### config.mk
export PLATFORM = sky130hd
export DESIGN_NAME = xcorr_iq_engine_flat
export DESIGN_NICKNAME = d
export VERILOG_FILES = /design/src/rtl/xcorr_iq_engine_if.sv /design/src/rtl/xcorr_iq_engine.sv /design/src/flat_wrapper.sv
export SDC_FILE = /design/constraint.sdc
export NUM_CORES = 1
export LEC_CHECK = 0
export CAP_MARGIN = 20
export CORE_UTILIZATION = 55
export CTS_CLUSTER_SIZE = 8
export DETAILED_ROUTE_END_ITERATION = 8
export HOLD_SLACK_MARGIN = 0.02
export PLACE_DENSITY = 0.75
export SYNTH_ARGS = -nofsm -noshare
export SYNTH_HDL_FRONTEND = slang
export SYNTH_SLANG_ARGS = --single-unit
### constraint.sdc
create_clock -name adc_clk -period 10.4 [get_ports adc_clk]
set_clock_uncertainty 0.05 [all_clocks]
set_input_delay 2.08 -clock adc_clk [delete_from_list [all_inputs] [get_ports adc_clk]]
set_output_delay 2.08 -clock adc_clk [all_outputs]
set_load 0.02 [all_outputs]
### src/rtl/xcorr_iq_engine_if.sv
// xcorr_iq_engine_if: sample input and report/serial output bundle.
// master drives adc_d/adc_valid/snoop; slave (the engine) drives results.
interface xcorr_iq_engine_if #(
  parameter int ADC_W = 8,
  parameter int OUT_W = 8
);
  logic [ADC_W-1:0] adc_d;
  logic             adc_valid;
  logic             snoop;
  logic [OUT_W-1:0] corr_i;
  logic [OUT_W-1:0] corr_q;
  logic             report_valid;
  logic             ssp_clk;
  logic             ssp_frame;
  logic             ssp_din;
  logic             hyst_out;
  logic             dbg;

  modport master (
    output adc_d, adc_valid, snoop,
    input  corr_i, corr_q, report_valid,
    input  ssp_clk, ssp_frame, ssp_din,
    input  hyst_out, dbg
  );

  modport slave (
    input  adc_d, adc_valid, snoop,
    output corr_i, corr_q, report_valid,
    output ssp_clk, ssp_frame, ssp_din,
    output hyst_out, dbg
  );
endinterface

### src/rtl/xcorr_iq_engine.sv
// xcorr_iq_engine: I/Q subcarrier cross-correlator with SSP report path.
// Ports: adc_clk, rst_n (sync, active-low), bus (xcorr_iq_engine_if.slave).
// Optional XCORR_MAG_EN adds corr_mag = |corr_i|+|corr_q| of each report.
module xcorr_iq_engine #(
  parameter int ADC_W        = 8,
  parameter int SUB_LOG2     = 4,
  parameter int CYC_LOG2     = 2,
  parameter int OUT_W        = 8,
  parameter int HYST_TIMEOUT = 4095
) (
  input  logic adc_clk,
  input  logic rst_n,
`ifdef XCORR_MAG_EN
  output logic [OUT_W:0] corr_mag,
`endif
  xcorr_iq_engine_if.slave bus
);

  localparam int LOGN  = SUB_LOG2 + CYC_LOG2;
  localparam int N     = 1 << LOGN;
  localparam int ACC_W = ADC_W + LOGN + 1;
  localparam int SR_W  = 2 * OUT_W;
  localparam int QW    = LOGN - 2;
  localparam int LOW_W = $clog2(HYST_TIMEOUT + 1);

  localparam logic [LOGN-1:0]  HALF    = LOGN'(N / 2);
  localparam logic [LOGN:0]    SER_LIM = (LOGN + 1)'(8 * OUT_W);
  localparam logic [QW-1:0]    Q_MID   = QW'(OUT_W);
  localparam logic [LOW_W-1:0] LOW_MAX = LOW_W'(HYST_TIMEOUT);

  logic [LOGN-1:0]         cnt;
  logic                    first_flag;
  logic signed [ACC_W-1:0] acc_i;
  logic signed [ACC_W-1:0] acc_q;
  logic [SR_W-1:0]         sr;
  logic [OUT_W-1:0]        corr_i_r;
  logic [OUT_W-1:0]        corr_q_r;
  logic                    rv_r;
  logic                    ssp_clk_r;
  logic                    ssp_frame_r;
  logic                    hyst;
  logic                    hyst_prev;
  logic                    hyst_prev_prev;
  logic [LOW_W-1:0]        low_cnt;

  logic                    k_zero;
  logic                    ph_i;
  logic                    ph_q;
  logic                    do_report;
  logic                    in_ser;
  logic                    frame_hit;
  logic                    all1;
  logic                    all0;
  logic                    timeout;
  logic signed [ACC_W-1:0] d_ext;
  logic signed [ACC_W-1:0] acc_i_nxt;
  logic signed [ACC_W-1:0] acc_q_nxt;
  logic [OUT_W-1:0]        ci_new;
  logic [OUT_W-1:0]        cq_new;

  always_comb begin
    k_zero    = (cnt == '0);
    ph_i      = cnt[SUB_LOG2-1];
    ph_q      = cnt[SUB_LOG2-2];
    do_report = bus.adc_valid && k_zero && !first_flag;
    in_ser    = ({1'b0, cnt} < SER_LIM);
    frame_hit = (cnt[LOGN-1:2] == '0) ||
                (cnt[LOGN-1:2] == Q_MID);
    all1      = &bus.adc_d;
    all0      = ~|bus.adc_d;
    timeout   = !hyst && (low_cnt == LOW_MAX);
    d_ext     = $signed({{(ACC_W-ADC_W){1'b0}}, bus.adc_d});
    acc_i_nxt = d_ext;
    acc_q_nxt = d_ext;
    if (!k_zero) begin
      acc_i_nxt = ph_i ? acc_i - d_ext
                       : acc_i + d_ext;
      acc_q_nxt = (ph_i == ph_q) ? acc_q + d_ext
                                 : acc_q - d_ext;
    end
    ci_new = acc_i[ACC_W-1 -: OUT_W];
    cq_new = acc_q[ACC_W-1 -: OUT_W];
    // in snoop mode the report LSBs carry the reader AM history
    if (bus.snoop) begin
      ci_new = {acc_i[ACC_W-1 -: OUT_W-1], hyst_prev_prev};
      cq_new = {acc_q[ACC_W-1 -: OUT_W-1], hyst_prev};
    end
  end

  always_ff @(posedge adc_clk) begin
    if (!rst_n) begin
      cnt            <= '0;
      first_flag     <= 1'b1;
      acc_i          <= '0;
      acc_q          <= '0;
      sr             <= '0;
      corr_i_r       <= '0;
      corr_q_r       <= '0;
      rv_r           <= 1'b0;
      ssp_clk_r      <= 1'b0;
      ssp_frame_r    <= 1'b0;
      hyst           <= 1'b0;
      hyst_prev      <= 1'b0;
      hyst_prev_prev <= 1'b0;
      low_cnt        <= '0;
    end else begin
      rv_r <= do_report;
      if (bus.adc_valid) begin
        cnt   <= cnt + 1'b1;
        acc_i <= acc_i_nxt;
        acc_q <= acc_q_nxt;
        if (k_zero) first_flag <= 1'b0;
        if (do_report) begin
          corr_i_r <= ci_new;
          corr_q_r <= cq_new;
          sr       <= {ci_new, cq_new};
          if (bus.snoop) hyst_prev_prev <= hyst;
        end else if (!k_zero && cnt[1:0] == 2'd0) begin
          sr <= {sr[SR_W-2:0], 1'b0};
        end
        if (cnt == HALF) hyst_prev <= hyst;
        if (!in_ser) ssp_clk_r <= 1'b0;
        else if (cnt[1:0] == 2'd0) ssp_clk_r <= 1'b1;
        else if (cnt[1:0] == 2'd2) ssp_clk_r <= 1'b0;
        ssp_frame_r <= frame_hit;
        // timeout wins over the data slicer
        if (hyst) begin
          low_cnt <= '0;
        end else if (timeout) begin
          hyst    <= 1'b1;
          low_cnt <= '0;
        end else begin
          low_cnt <= low_cnt + 1'b1;
        end
        if (!timeout) begin
          if (all1) hyst <= 1'b1;
          else if (all0) hyst <= 1'b0;
        end
      end
    end
  end

`ifdef XCORR_MAG_EN
  logic [OUT_W-1:0] mi;
  logic [OUT_W-1:0] mq;
  logic [OUT_W:0]   ai;
  logic [OUT_W:0]   aq;

  always_comb begin
    mi = ci_new;
    mq = cq_new;
    if (bus.snoop) begin
      mi[0] = 1'b0;
      mq[0] = 1'b0;
    end
    ai = {mi[OUT_W-1], mi};
    aq = {mq[OUT_W-1], mq};
    if (ai[OUT_W]) ai = ~ai + 1'b1;
    if (aq[OUT_W]) aq = ~aq + 1'b1;
  end

  always_ff @(posedge adc_clk) begin
    if (!rst_n) corr_mag <= '0;
    else if (do_report) corr_mag <= ai + aq;
  end
`else
  // default build: no magnitude path
`endif

  assign bus.corr_i       = corr_i_r;
  assign bus.corr_q       = corr_q_r;
  assign bus.report_valid = rv_r;
  assign bus.ssp_clk      = ssp_clk_r;
  assign bus.ssp_frame    = ssp_frame_r;
  assign bus.ssp_din      = sr[SR_W-1];
  assign bus.hyst_out     = hyst;
  assign bus.dbg          = cnt[SUB_LOG2-1];

endmodule

### src/flat_wrapper.sv
// flat-port wrapper written by rule: the top's interface ports become plain ports
module xcorr_iq_engine_flat 
#(
  parameter int ADC_W        = 8,
  parameter int SUB_LOG2     = 4,
  parameter int CYC_LOG2     = 2,
  parameter int OUT_W        = 8,
  parameter int HYST_TIMEOUT = 4095
)
  (adc_clk, rst_n, bus_adc_d, bus_adc_valid, bus_snoop, bus_corr_i, bus_corr_q, bus_report_valid, bus_ssp_clk, bus_ssp_frame, bus_ssp_din, bus_hyst_out, bus_dbg);
  xcorr_iq_engine_if #(.ADC_W(ADC_W), .OUT_W(OUT_W)) bus_i ();
  input  logic adc_clk;
  input  logic rst_n;
  input wire logic [$bits(bus_i.adc_d)-1:0] bus_adc_d;
  input wire logic [$bits(bus_i.adc_valid)-1:0] bus_adc_valid;
  input wire logic [$bits(bus_i.snoop)-1:0] bus_snoop;
  output wire logic [$bits(bus_i.corr_i)-1:0] bus_corr_i;
  output wire logic [$bits(bus_i.corr_q)-1:0] bus_corr_q;
  output wire logic [$bits(bus_i.report_valid)-1:0] bus_report_valid;
  output wire logic [$bits(bus_i.ssp_clk)-1:0] bus_ssp_clk;
  output wire logic [$bits(bus_i.ssp_frame)-1:0] bus_ssp_frame;
  output wire logic [$bits(bus_i.ssp_din)-1:0] bus_ssp_din;
  output wire logic [$bits(bus_i.hyst_out)-1:0] bus_hyst_out;
  output wire logic [$bits(bus_i.dbg)-1:0] bus_dbg;
  assign bus_i.adc_d = bus_adc_d;
  assign bus_i.adc_valid = bus_adc_valid;
  assign bus_i.snoop = bus_snoop;
  assign bus_corr_i = bus_i.corr_i;
  assign bus_corr_q = bus_i.corr_q;
  assign bus_report_valid = bus_i.report_valid;
  assign bus_ssp_clk = bus_i.ssp_clk;
  assign bus_ssp_frame = bus_i.ssp_frame;
  assign bus_ssp_din = bus_i.ssp_din;
  assign bus_hyst_out = bus_i.hyst_out;
  assign bus_dbg = bus_i.dbg;
  xcorr_iq_engine #(.ADC_W(ADC_W), .SUB_LOG2(SUB_LOG2), .CYC_LOG2(CYC_LOG2), .OUT_W(OUT_W), .HYST_TIMEOUT(HYST_TIMEOUT)) u_core (.adc_clk(adc_clk), .rst_n(rst_n), .bus(bus_i));
endmodule
Word level (Yosys, flattened, before mapping)
Cells that the tools add are included.
Word-level totals
  output and inout bits: 22
  input bits: 12
  logic and storage cells: 63
  register bits: 87
Operators by class
  add/sub/neg operators: 6
  mux-type cells: 17
  equal/unequal tests: 5
  reductions and logical operators: 21
Operators by type and width (count)
  two-way mux 15 bit: 4
  two-way mux 16 bit: 2
  adder 15 x 9 -> 15 bit: 2
  subtractor 15 x 9 -> 15 bit: 2
  two-way mux 12 bit: 2
  adder 12 x 1 -> 12 bit, second input constant: 1
  equality test 12 bit, second input constant: 1
  AND reduction 2 bit: 5
  two-way mux 1 bit: 9
  AND reduction 8 bit: 1
  OR reduction 8 bit: 1
  adder 6 x 1 -> 6 bit, second input constant: 1
  equality test 6 bit, second input constant: 1
  logical NOT 6 bit: 1
  equality test 4 bit, second input constant: 1
  logical AND 1 bit: 4
  logical NOT 4 bit: 1
  nonzero test 2 bit: 2
  logical NOT 1 bit: 3
  AND reduction 3 bit: 1
  equality test 2 bit, second input constant: 1
  logical NOT 2 bit: 1
  equality test 1 bit: 1
  logical OR 1 bit: 1

Longest topological paths before layout
Gate-level depths: netlist of run 1.
  word-level depth: 7
  gate-level depth with buffers: 14
  depth with buffers taken out: 13

Least setup slack after synthesis of run 1
No wires, ideal clock.
  kind: input -> register
  start point: in bus_adc_d[0]
  end point: reg u_core.acc_q[10]
  buffers on the path: 1
  stages: 13
  slack: 5.317 ns
  required time: 10.233 ns
  data arrival time: 4.916 ns
  setup time: 0.117 ns
  cell sequence: or3_1 -> or3_1 -> or3_1 -> clkbuf_1 -> nand2_1 -> xnor2_1 -> ha_1 -> a21oi_1 -> nand2_1 -> o211a_1 -> o21a_1 -> or3_1 -> a32o_1
On the way
  longest elaborated chain between the ends: 3
  elaborated cells between the ends (all ways): 4
  those cells by class: add/sub: 2; mux: 2
Ends and longest elaborated chain
  start, declared: RTL line flat_wrapper.sv:14  | input wire logic [$bits(bus_i.adc_d)-1:0] bus_adc_d;
  subtractor 15 x 9 -> 15 bit / adder 15 x 9 -> 15 bit (equally long branches): RTL line xcorr_iq_engine.sv:79, xcorr_iq_engine.sv:78
  two-way mux 15 bit *: RTL line xcorr_iq_engine.sv:78  | acc_q_nxt = (ph_i == ph_q) ? acc_q + d_ext
  two-way mux 15 bit *: RTL line xcorr_iq_engine.sv:75  | if (!k_zero) begin
  end signal, assigned: RTL line xcorr_iq_engine.sv:111  | acc_q <= acc_q_nxt;
  end, declared: RTL line xcorr_iq_engine.sv:34  | logic signed [ACC_W-1:0] acc_q;
Mark *: on every way between the ends. The rest lies on a longest branch, timed or not.
A chain may end at the register's enable or synchronous reset.

Worst setup path in the final report of run 1
Same ends and word-level chain as after synthesis.

==> impl_metrics.yaml, run 1 <==
status:
  status: "complete, no violations"
yosys:
  yosys_register_bits: 87
  yosysUniqueCellTypes: 56
  synth_nets: 702
  syn_inst: 652
  synth_flop_cell: "dfxtp_1"
  avgSynthCellArea_um2: 7.98
  yosysTopAreaCellShare: 0.335
  synth_area_leaders: "dfxtp_1 (33%), ha_1 (8.7%), nand2_1 (7.9%)"
  synth_edf_count: 0
  ys.warnings.count: 0
  yosysTopAreaCell: "dfxtp_1"
  syn-cell-area_mm2: 0.00520
  seq_area_frac_synth: 0.335
  async_reset_ff_frac: 0
timing:
  max_slew_margin: 0.365
  fin_ws_ns: 4.84
  finalHoldViolCount: 0
  tns_ns: 0
  finalMaxSlewViolations: 0
  min_period_over_period: 0.535
  fmax_ghz: 0.180
  fin_hold_ws_ns: 0.413
  finalSetupViolCount: 0
  period_needed_ns: 5.56
  rsz0062_at_grt: "no"
  tightest_slew_ns: 0.950
clocking:
  ctsResizeCount: 0
  insertion_delay_ns: 0.36
  htreeDepth: 3
  clk_pin_slew_ns: 0.09
  cts_sinks: 87
  cts_buffers: 9
  cts_hold_buf: 0
  cts_tree: "yes"
  post-cts-setup-buffers: 0
  clockBufferDepth: 2
  root_buffer: "clkbuf_8"
routing:
  route.vias.total: 4687
  met1Wirelength_um: 5400
  wirelength_um: 11500
  vias_per_cell: 5.98
  met2_length_um: 5340
  wl_met3_um: 620
  top_layer_used: "met4"
  avgRoutedWirePerCell_um: 14.6
  drc: 0
  postRouteAntennaNets: 0
  firstDrtPassIters: 5
  drt_iter0_drc: 323
finish:
  finalNetCount: 718
  final_util: 0.628
  layout_commonest_cell: "nand2_1"
  area_delta_synth_final_pct: 11.0
  fin_area_mm2: 0.00577
  drive_above_1_share: 0.0490
  layout_common_cells: "nand2_1 (109), dfxtp_1 (87), o21ai_0 (50)"
  antennaDiodeCount: 0
  final_cells: 784
min_path:
  hp-class: "reg -> reg"
worst_setup_path:
  cpPeakStageDelay_ns: 0.51
  crit_buf_inv: 1
  path_class: "in -> reg"
  crit_start: "bus_adc_d[0]"
  crit_required_ns: 10.61
  r2r_start: "u_core.cnt[3]$_SDFFE_PN0P_"
  reg2reg_to: "u_core.acc_q[10]$_SDFFE_PN0P_"
  rr_worst_depth: 11
  reg2reg_slack_ns: 6.75
  path_max_fanout: 8
  cpMostUsedCell: "or3_1"
  critPathCapture: "u_core.acc_q[10]$_SDFFE_PN0P_"
  cp.arrival_ns: 5.77
  cp-end-kind: "flip-flop"
  cp_slowest_cell: "clkdlybuf4s50_1"
  critical_path.startpoint_type: "input port"
  crit_cells: 13
  critPathTopFamily: "simple AND/OR/NAND/NOR gates"
  worstPathCellList: "clkdlybuf4s50_1 -> or3_1 -> or3_1 -> or3_1 -> nand2_1 -> xnor2_1 -> ha_1 -> a21oi_1 -> nand2_1 -> o211a_1 -> o21a_1 -> or3_1 -> a32o_1"
floorplan:
  die_area_mm2: 0.00985
  die_w_um: 99.3
  initial_utilization: 0.566
  io_pins: 34
  die_h_um: 99.3
  design.core.area_mm2: 0.00920
  num_rows: 35
placement:
  preCtsSetupSlack_ns: 4.53
  placed_cell_area_mm2: 0.00554
  place.gp.congestion: 0.925
  dpl.hpwl_um: 8180
  post-place-cells: 768
  io_buffer_count: 33
global_route:
  grt_overflow: 0
  antenna_found_initial: 0
  grt_max_degree: 51
  grt_pass1_vias: 4295
  grt_pass1_wl_um: 19600
  track_usage: 0.245
pwr:
  p_leak_nw: 2.31
  power_mw: 0.769
  vdd_drop_max_v: 0.0000770
  power.density_mw_per_mm2: 133
job:
  drv_cap: 0
==> cell usage after synthesis, types with 10 or more instances <==
| master | n |
|---|---|
| mux2i_1 | 11 |
| a21boi_0 | 14 |
| a21oi_1 | 42 |
| xor2_1 | 10 |
| xnor2_1 | 26 |
| nor2_1 | 48 |
| nand3_1 | 16 |
| ha_1 | 36 |
| nand2_1 | 109 |
| o21ai_0 | 50 |
| clkbuf_1 | 25 |
| dfxtp_1 | 87 |
| a31oi_1 | 20 |
| nand4_1 | 11 |
| inv_1 | 20 |
==> power breakdown <==
group | total [mW] | switching [mW] | internal [mW]
clock | 0.277 | 0.131 | 0.145
sequential | 0.351 | 0.00778 | 0.344
combinational | 0.141 | 0.0846 | 0.0563
total | 0.769 | 0.224 | 0.545
==> per-layer routing <==
layer	vias up	track usage
li1	2325	-
met1	2197	0.326
met2	147	0.404
met3	18	0.0450
met4	0	0.0747
met5	-	0
==> state kept, by name, indices dropped and copies added, names as in the netlist <==
register / count
u_core.sr: 16
u_core.acc_i: 15
u_core.acc_q: 15
u_core.low_cnt: 12
u_core.bus.corr_i: 8
u_core.bus.corr_q: 8
u_core.cnt: 6
u_core.bus.hyst_out: 1
u_core.bus.report_valid: 1
u_core.bus.ssp_clk: 1
u_core.bus.ssp_frame: 1
u_core.first_flag: 1
u_core.hyst_prev: 1
u_core.hyst_prev_prev: 1
==> worst min-delay path by stage <==
| stage | startpoint | to | slack (ns) | depth (start not counted) |
|---|---|---|---|---|
| 2_1_floorplan | u_core.first_flag$_SDFFE_PN1P_ | u_core.first_flag$_SDFFE_PN1P_ | 0.38 | 2 |
| 3_3_place_gp | u_core.first_flag$_SDFFE_PN1P_ | u_core.first_flag$_SDFFE_PN1P_ | 0.39 | 2 |
| 4_1_cts | u_core.first_flag$_SDFFE_PN1P_ | u_core.first_flag$_SDFFE_PN1P_ | 0.41 | 2 |
| 5_1_grt | u_core.bus.corr_q[7]$_SDFFE_PN0P_ | u_core.bus.corr_q[7]$_SDFFE_PN0P_ | 0.44 | 2 |
| 6_report | u_core.first_flag$_SDFFE_PN1P_ | u_core.first_flag$_SDFFE_PN1P_ | 0.41 | 2 |
| 3_5_place_dp | u_core.first_flag$_SDFFE_PN1P_ | u_core.first_flag$_SDFFE_PN1P_ | 0.40 | 2 |
==> worst register-to-register path: stages (launching register included) <==
cell      delay (ns)
dfxtp_1         0.54
inv_1           0.25
ha_1            0.64
nand2b_1        0.13
xnor2_1         0.15
ha_1            0.33
nor2b_1         0.16
o31a_1          0.30
o211a_1         0.27
o21a_1          0.18
or3_1           0.30
a32o_1          0.25
==> cell type report <==
class                      instances  area (um^2)
fill                             811         3420
clock inverter                     6         95.1
tap                              111          139
sequential                        87         1740
clock buffer                      10          138
multi-input combinational        511         3210
timing repair buffer              38          368
inverter                          21         78.8
==> logic make-up (layout without fill, tap and decap cells) <==
logic type,count (synthesis),in the layout,share of synthesized area
compound gates,178,178,0.213
xor+xnor,36,36,0.0606
fa+ha+maj,38,38,0.0943
buf+inv,54,75,0.0503
flops,87,87,0.335
mux,13,13,0.0255
simple gates,246,246,0.222
No activity file was read; power rests on OpenSTA's default activity.
==> inputs of run 2 (changes only) <==
--- a/config.mk
+++ b/config.mk
@@ -6,11 +6,11 @@
 export NUM_CORES = 1
 export LEC_CHECK = 0
 export CAP_MARGIN = 20
-export CORE_UTILIZATION = 55
+export CORE_UTILIZATION = 54
 export CTS_CLUSTER_SIZE = 8
 export DETAILED_ROUTE_END_ITERATION = 8
 export HOLD_SLACK_MARGIN = 0.02
-export PLACE_DENSITY = 0.75
+export PLACE_DENSITY = 0.77
 export SYNTH_ARGS = -nofsm -noshare
 export SYNTH_HDL_FRONTEND = slang
 export SYNTH_SLANG_ARGS = --single-unit
==> constraint.sdc (replaced) <==
create_clock -name adc_clk -period 4.9 [get_ports adc_clk]
set_clock_uncertainty 0.05 [all_clocks]
set_input_delay 0.98 -clock adc_clk [delete_from_list [all_inputs] [get_ports adc_clk]]
set_output_delay 0.98 -clock adc_clk [all_outputs]
set_load 0.02 [all_outputs]
==> run 2 against run 1 <==
  * Sequential power is 110% higher
  * Worst hold slack better by 0.0054 ns
  * Total power up 99%
  * Utilization shrank 0.50 points
  * Die area rose by 1.8%
  * Cell area increased by 0.15%
  * Count of clock-buffer cells in the layout unchanged
  * Register-to-register slack got worse by 5.5 ns
  * Non-clock buffer count increased by 4
  * Cell count grew 2.8%
==> impl_metrics.yaml, run 2 (synthesized netlist as in run 1, its figures left out) <==
timing:
  tightest_slew_ns: 0.929
  fin_hold_ws_ns: 0.418
  finalSetupViolCount: 0
  min_period_over_period: 0.904
  finalHoldViolCount: 0
  rsz0062_at_grt: "no"
  finalMaxSlewViolations: 0
  max_slew_margin: 0.378
  tns_ns: 0
  period_needed_ns: 4.43
  fin_ws_ns: 0.469
  fmax_ghz: 0.226
placement:
  io_buffer_count: 33
  dpl.hpwl_um: 8570
  preCtsSetupSlack_ns: 0.126
  post-place-cells: 790
  place.gp.congestion: 0.960
worst_setup_path:
  cp-end-kind: "flip-flop"
  crit_required_ns: 5.11
  cp.arrival_ns: 4.64
  critical_path.startpoint_type: "input port"
  path_class: "in -> reg"
  path_max_fanout: 8
job:
  drv_cap: 0
routing:
  vias_per_cell: 5.73
  drc: 0
  firstDrtPassIters: 4
  drt_iter0_drc: 312
  wirelength_um: 11700
  route.vias.total: 4621
  postRouteAntennaNets: 0
  avgRoutedWirePerCell_um: 14.5
min_path:
  hp-class: "reg -> reg"
finish:
  layout_common_cells: "nand2_1 (109), dfxtp_1 (87), o21ai_0 (50)"
  layout_commonest_cell: "nand2_1"
  reg.largest.list: "u_core.sr: 16 flops, u_core.acc_i: 15 flops, u_core.acc_q: 15 flops"
  antennaDiodeCount: 0
  largest_reg_flops: 16
  final_cells: 806
  top_register: "u_core.sr"
  fillers: 849
  area_delta_synth_final_pct: 11.2
  drive_above_1_share: 0.0547
  final_util: 0.623
  finalNetCount: 722
status:
  status: "complete, no violations"
clocking:
  cts_tree: "yes"
  root_buffer: "clkbuf_8"
  clockBufferDepth: 2
  insertion_delay_ns: 0.37
  cts_buffers: 9
  clk_pin_slew_ns: 0.09
  ctsResizeCount: 0
  htreeDepth: 3
  post-cts-setup-buffers: 0
  cts_hold_buf: 0
  cts_sinks: 87
floorplan:
  design.core.area_mm2: 0.00928
  die_w_um: 100
  num_rows: 35
  die_h_um: 100
  die_area_mm2: 0.0100
  io_pins: 34
  initial_utilization: 0.560
global_route:
  antenna_found_initial: 0
  grt_max_degree: 28
  grt_pass1_wl_um: 20100
  grt_overflow: 0
  track_usage: 0.248
  grt_pass1_vias: 4404
pwr:
  p_leak_nw: 2.29
  vdd_drop_max_v: 0.000132
  power.density_mw_per_mm2: 265
## run 2: final timing paths
path	slack, ns	end	cells past startpoint	from
hold reg to reg	0.42	u_core.bus.corr_i[7]$_SDFFE_PN0P_	2	u_core.bus.corr_i[7]$_SDFFE_PN0P_
setup reg to reg	1.26	u_core.acc_q[10]$_SDFFE_PN0P_	11	u_core.cnt[3]$_SDFFE_PN0P_
hold / removal	0.42	u_core.bus.corr_i[7]$_SDFFE_PN0P_	2	u_core.bus.corr_i[7]$_SDFFE_PN0P_
setup / recovery	0.47	u_core.acc_q[10]$_SDFFE_PN0P_	13	bus_adc_d[0]
## run 2: where the power goes
| part | switching, mW | leakage (nW) | internal [mW] |
|---|---|---|---|
| registers | 0.0174 | 0.707 | 0.729 |
| clock network | 0.281 | 0.0870 | 0.204 |
| logic | 0.180 | 1.50 | 0.121 |
| total | 0.479 | 2.29 | 1.05 |
## run 2: area by class of cell
type / instances / area [um^2] / share of cell area
clock inverter: 6 / 51.3 / 0.00887
clock buffer: 10 / 138 / 0.0238
tap: 129 / 161 / 0.0279
multi-input combinational: 511 / 3210 / 0.556
sequential: 87 / 1740 / 0.301
timing repair buffer: 42 / 398 / 0.0688
inverter: 21 / 78.8 / 0.0136
## run 2: layer usage
layer	share of wire	wire length (um)	vias up	track usage
met2	0.47	5500	94	0.419
li1	-	-	2340	-
met4	0.015	178	0	0.0881
met3	0.037	437	17	0.0390
met1	0.48	5600	2170	0.322
met5	0	0	-	0
## run 2: stage by stage
step                      total power [mW]  area, um^2
after CTS                             1.54        5780
after floorplan                      0.984        5200
after global routing                  1.61        5780
final                                 1.53        5780
after detailed placement              1.06        5590
after global placement                1.05        5590
## run 2: worst max-delay path, cell delays in order
cell and delay, ns:
clkdlybuf4s50_1 0.51, or3_1 0.46, or3_1 0.37, or3_1 0.45, nand2_1 0.13, xnor2_1 0.13
ha_1 0.31, a21oi_1 0.24, nand2_1 0.08, o211a_1 0.25, o21a_1 0.18, or3_1 0.30
a32o_1 0.26
==> inputs of run 3 (changes only) <==
--- a/config.mk
+++ b/config.mk
@@ -11,6 +11,7 @@
 export DETAILED_ROUTE_END_ITERATION = 8
 export HOLD_SLACK_MARGIN = 0.02
 export PLACE_DENSITY = 0.77
+export SLEW_MARGIN = 40
 export SYNTH_ARGS = -nofsm -noshare
 export SYNTH_HDL_FRONTEND = slang
 export SYNTH_SLANG_ARGS = --single-unit
==> run 3 against run 2 <==
  * Utilization rose by 0.31 points
  * Cell area is 0.50% higher
  * Largest power group unchanged
  * Non-clock buffer count did not move
  * Sequential cell count unchanged
  * Highest routed layer unchanged
  * Critical path depth unchanged
  * Critical path type unchanged
==> impl_metrics.yaml, run 3 (synthesized netlist as in run 1, its figures left out) <==
clocking:
  insertion_delay_ns: 0.36
  cts_sinks: 87
  cts_tree: "yes"
  ctsResizeCount: 0
  post-cts-setup-buffers: 0
  root_buffer: "clkbuf_8"
  clockBufferDepth: 2
  htreeDepth: 3
  cts_buffers: 9
  cts_hold_buf: 0
  clk_pin_slew_ns: 0.10
placement:
  place.gp.congestion: 0.960
  io_buffer_count: 33
  dpl.hpwl_um: 8580
routing:
  postRouteAntennaNets: 0
  wirelength_um: 11800
  firstDrtPassIters: 5
  route.vias.total: 4630
  drt_iter0_drc: 388
  avgRoutedWirePerCell_um: 14.7
  vias_per_cell: 5.74
  drc: 0
global_route:
  antenna_found_initial: 0
  grt_pass1_wl_um: 20100
  grt_pass1_vias: 4431
  track_usage: 0.248
  grt_overflow: 0
  grt_max_degree: 28
finish:
  finalNetCount: 722
  layout_commonest_cell: "nand2_1"
  layout_common_cells: "nand2_1 (109), dfxtp_1 (87), o21ai_0 (50)"
  largest_reg_flops: 16
  top_register: "u_core.sr"
  drive_above_1_share: 0.0576
  fillers: 843
  reg.largest.list: "u_core.sr: 16 flops, u_core.acc_i: 15 flops, u_core.acc_q: 15 flops"
  area_delta_synth_final_pct: 11.7
  antennaDiodeCount: 0
worst_setup_path:
  crit_start: "bus_adc_d[0]"
  crit_required_ns: 5.11
  path_max_fanout: 8
  r2r_start: "u_core.cnt[3]$_SDFFE_PN0P_"
  critical_path.startpoint_type: "input port"
  cp-end-kind: "flip-flop"
  path_class: "in -> reg"
  cp.arrival_ns: 4.66
timing:
  period_needed_ns: 4.45
  finalMaxSlewViolations: 0
  rsz0062_at_grt: "no"
  tightest_slew_ns: 0.784
  fin_hold_ws_ns: 0.420
  fmax_ghz: 0.225
  finalHoldViolCount: 0
  min_period_over_period: 0.909
  tns_ns: 0
  finalSetupViolCount: 0
  max_slew_margin: 0.476
min_path:
  hp-class: "reg -> reg"
  hold_path.startpoint: "u_core.bus.corr_i[1]$_SDFFE_PN0P_"
floorplan:
  die_h_um: 100
  design.core.area_mm2: 0.00928
  die_area_mm2: 0.0100
  die_w_um: 100
  initial_utilization: 0.560
  io_pins: 34
  num_rows: 35
pwr:
  vdd_drop_max_v: 0.000165
  power.density_mw_per_mm2: 274
  p_leak_nw: 2.31
status:
  status: "complete, no violations"
job:
  drv_cap: 0
## run 3: cell types whose count changed in the layout (fill, tap and decap cells not counted), sizes merged
cell | previous run | this run
bufinv | 0 | 1
inv | 23 | 24
clkinvlp | 3 | 1
## run 3: report_power, final
group          internal, mW  leakage, nW  switching, mW  total (mW)
clock                 0.258        0.105          0.285       0.543
sequential            0.729        0.707         0.0177       0.747
combinational         0.122         1.50          0.181       0.303
total                  1.11         2.31          0.484        1.59
## run 3: layout make-up
class,count,area (um^2),share of cell area
clock buffer,10,138,0.0237
sequential,87,1740,0.300
inverter,21,78.8,0.0136
tap,129,161,0.0278
clock inverter,6,75.1,0.0129
timing repair buffer,42,398,0.0685
multi-input combinational,511,3220,0.554
## run 3: final timing paths
path                                  endpoint  slack, ns  cells past startpoint
max              u_core.acc_q[10]$_SDFFE_PN0P_       0.45                     13
min reg2reg  u_core.bus.corr_i[1]$_SDFFE_PN0P_       0.42                      2
min          u_core.bus.corr_i[1]$_SDFFE_PN0P_       0.42                      2
max reg2reg      u_core.acc_q[14]$_SDFFE_PN0P_       1.23                     11
## run 3: per-stage QoR
stage | cells | power (mW) | utilization | area [um^2] | setup slack, ns
2_1_floorplan | 652 | 0.984 | - | 5200 | 0.917
3_3_place_gp | 790 | 1.05 | 0.603 | 5590 | 0.250
3_5_place_dp | 790 | 1.06 | 0.603 | 5600 | 0.129
4_1_cts | 806 | 1.60 | 0.626 | 5810 | 0.490
5_1_grt | 806 | 1.67 | 0.626 | 5810 | 0.334
6_report | 806 | 1.59 | 0.626 | 5810 | 0.446
## run 3: metal layers
layer / up-vias / share of wire / track usage
li1: 2332 / - / -
met1: 2154 / 0.47 / 0.322
met2: 124 / 0.48 / 0.420
met3: 20 / 0.039 / 0.0313
met4: 0 / 0.015 / 0.0925
met5: - / 0 / 0
## run 3: worst max-delay path: stages
cell             delay [ns]
clkdlybuf4s50_1        0.51
or3_1                  0.45
or3_1                  0.37
or3_1                  0.45
nand2_1                0.13
xnor2_1                0.12
ha_1                   0.31
a21oi_1                0.26
nand2_1                0.10
o211a_1                0.25
o21a_1                 0.18
or3_1                  0.30
a32o_1                 0.26
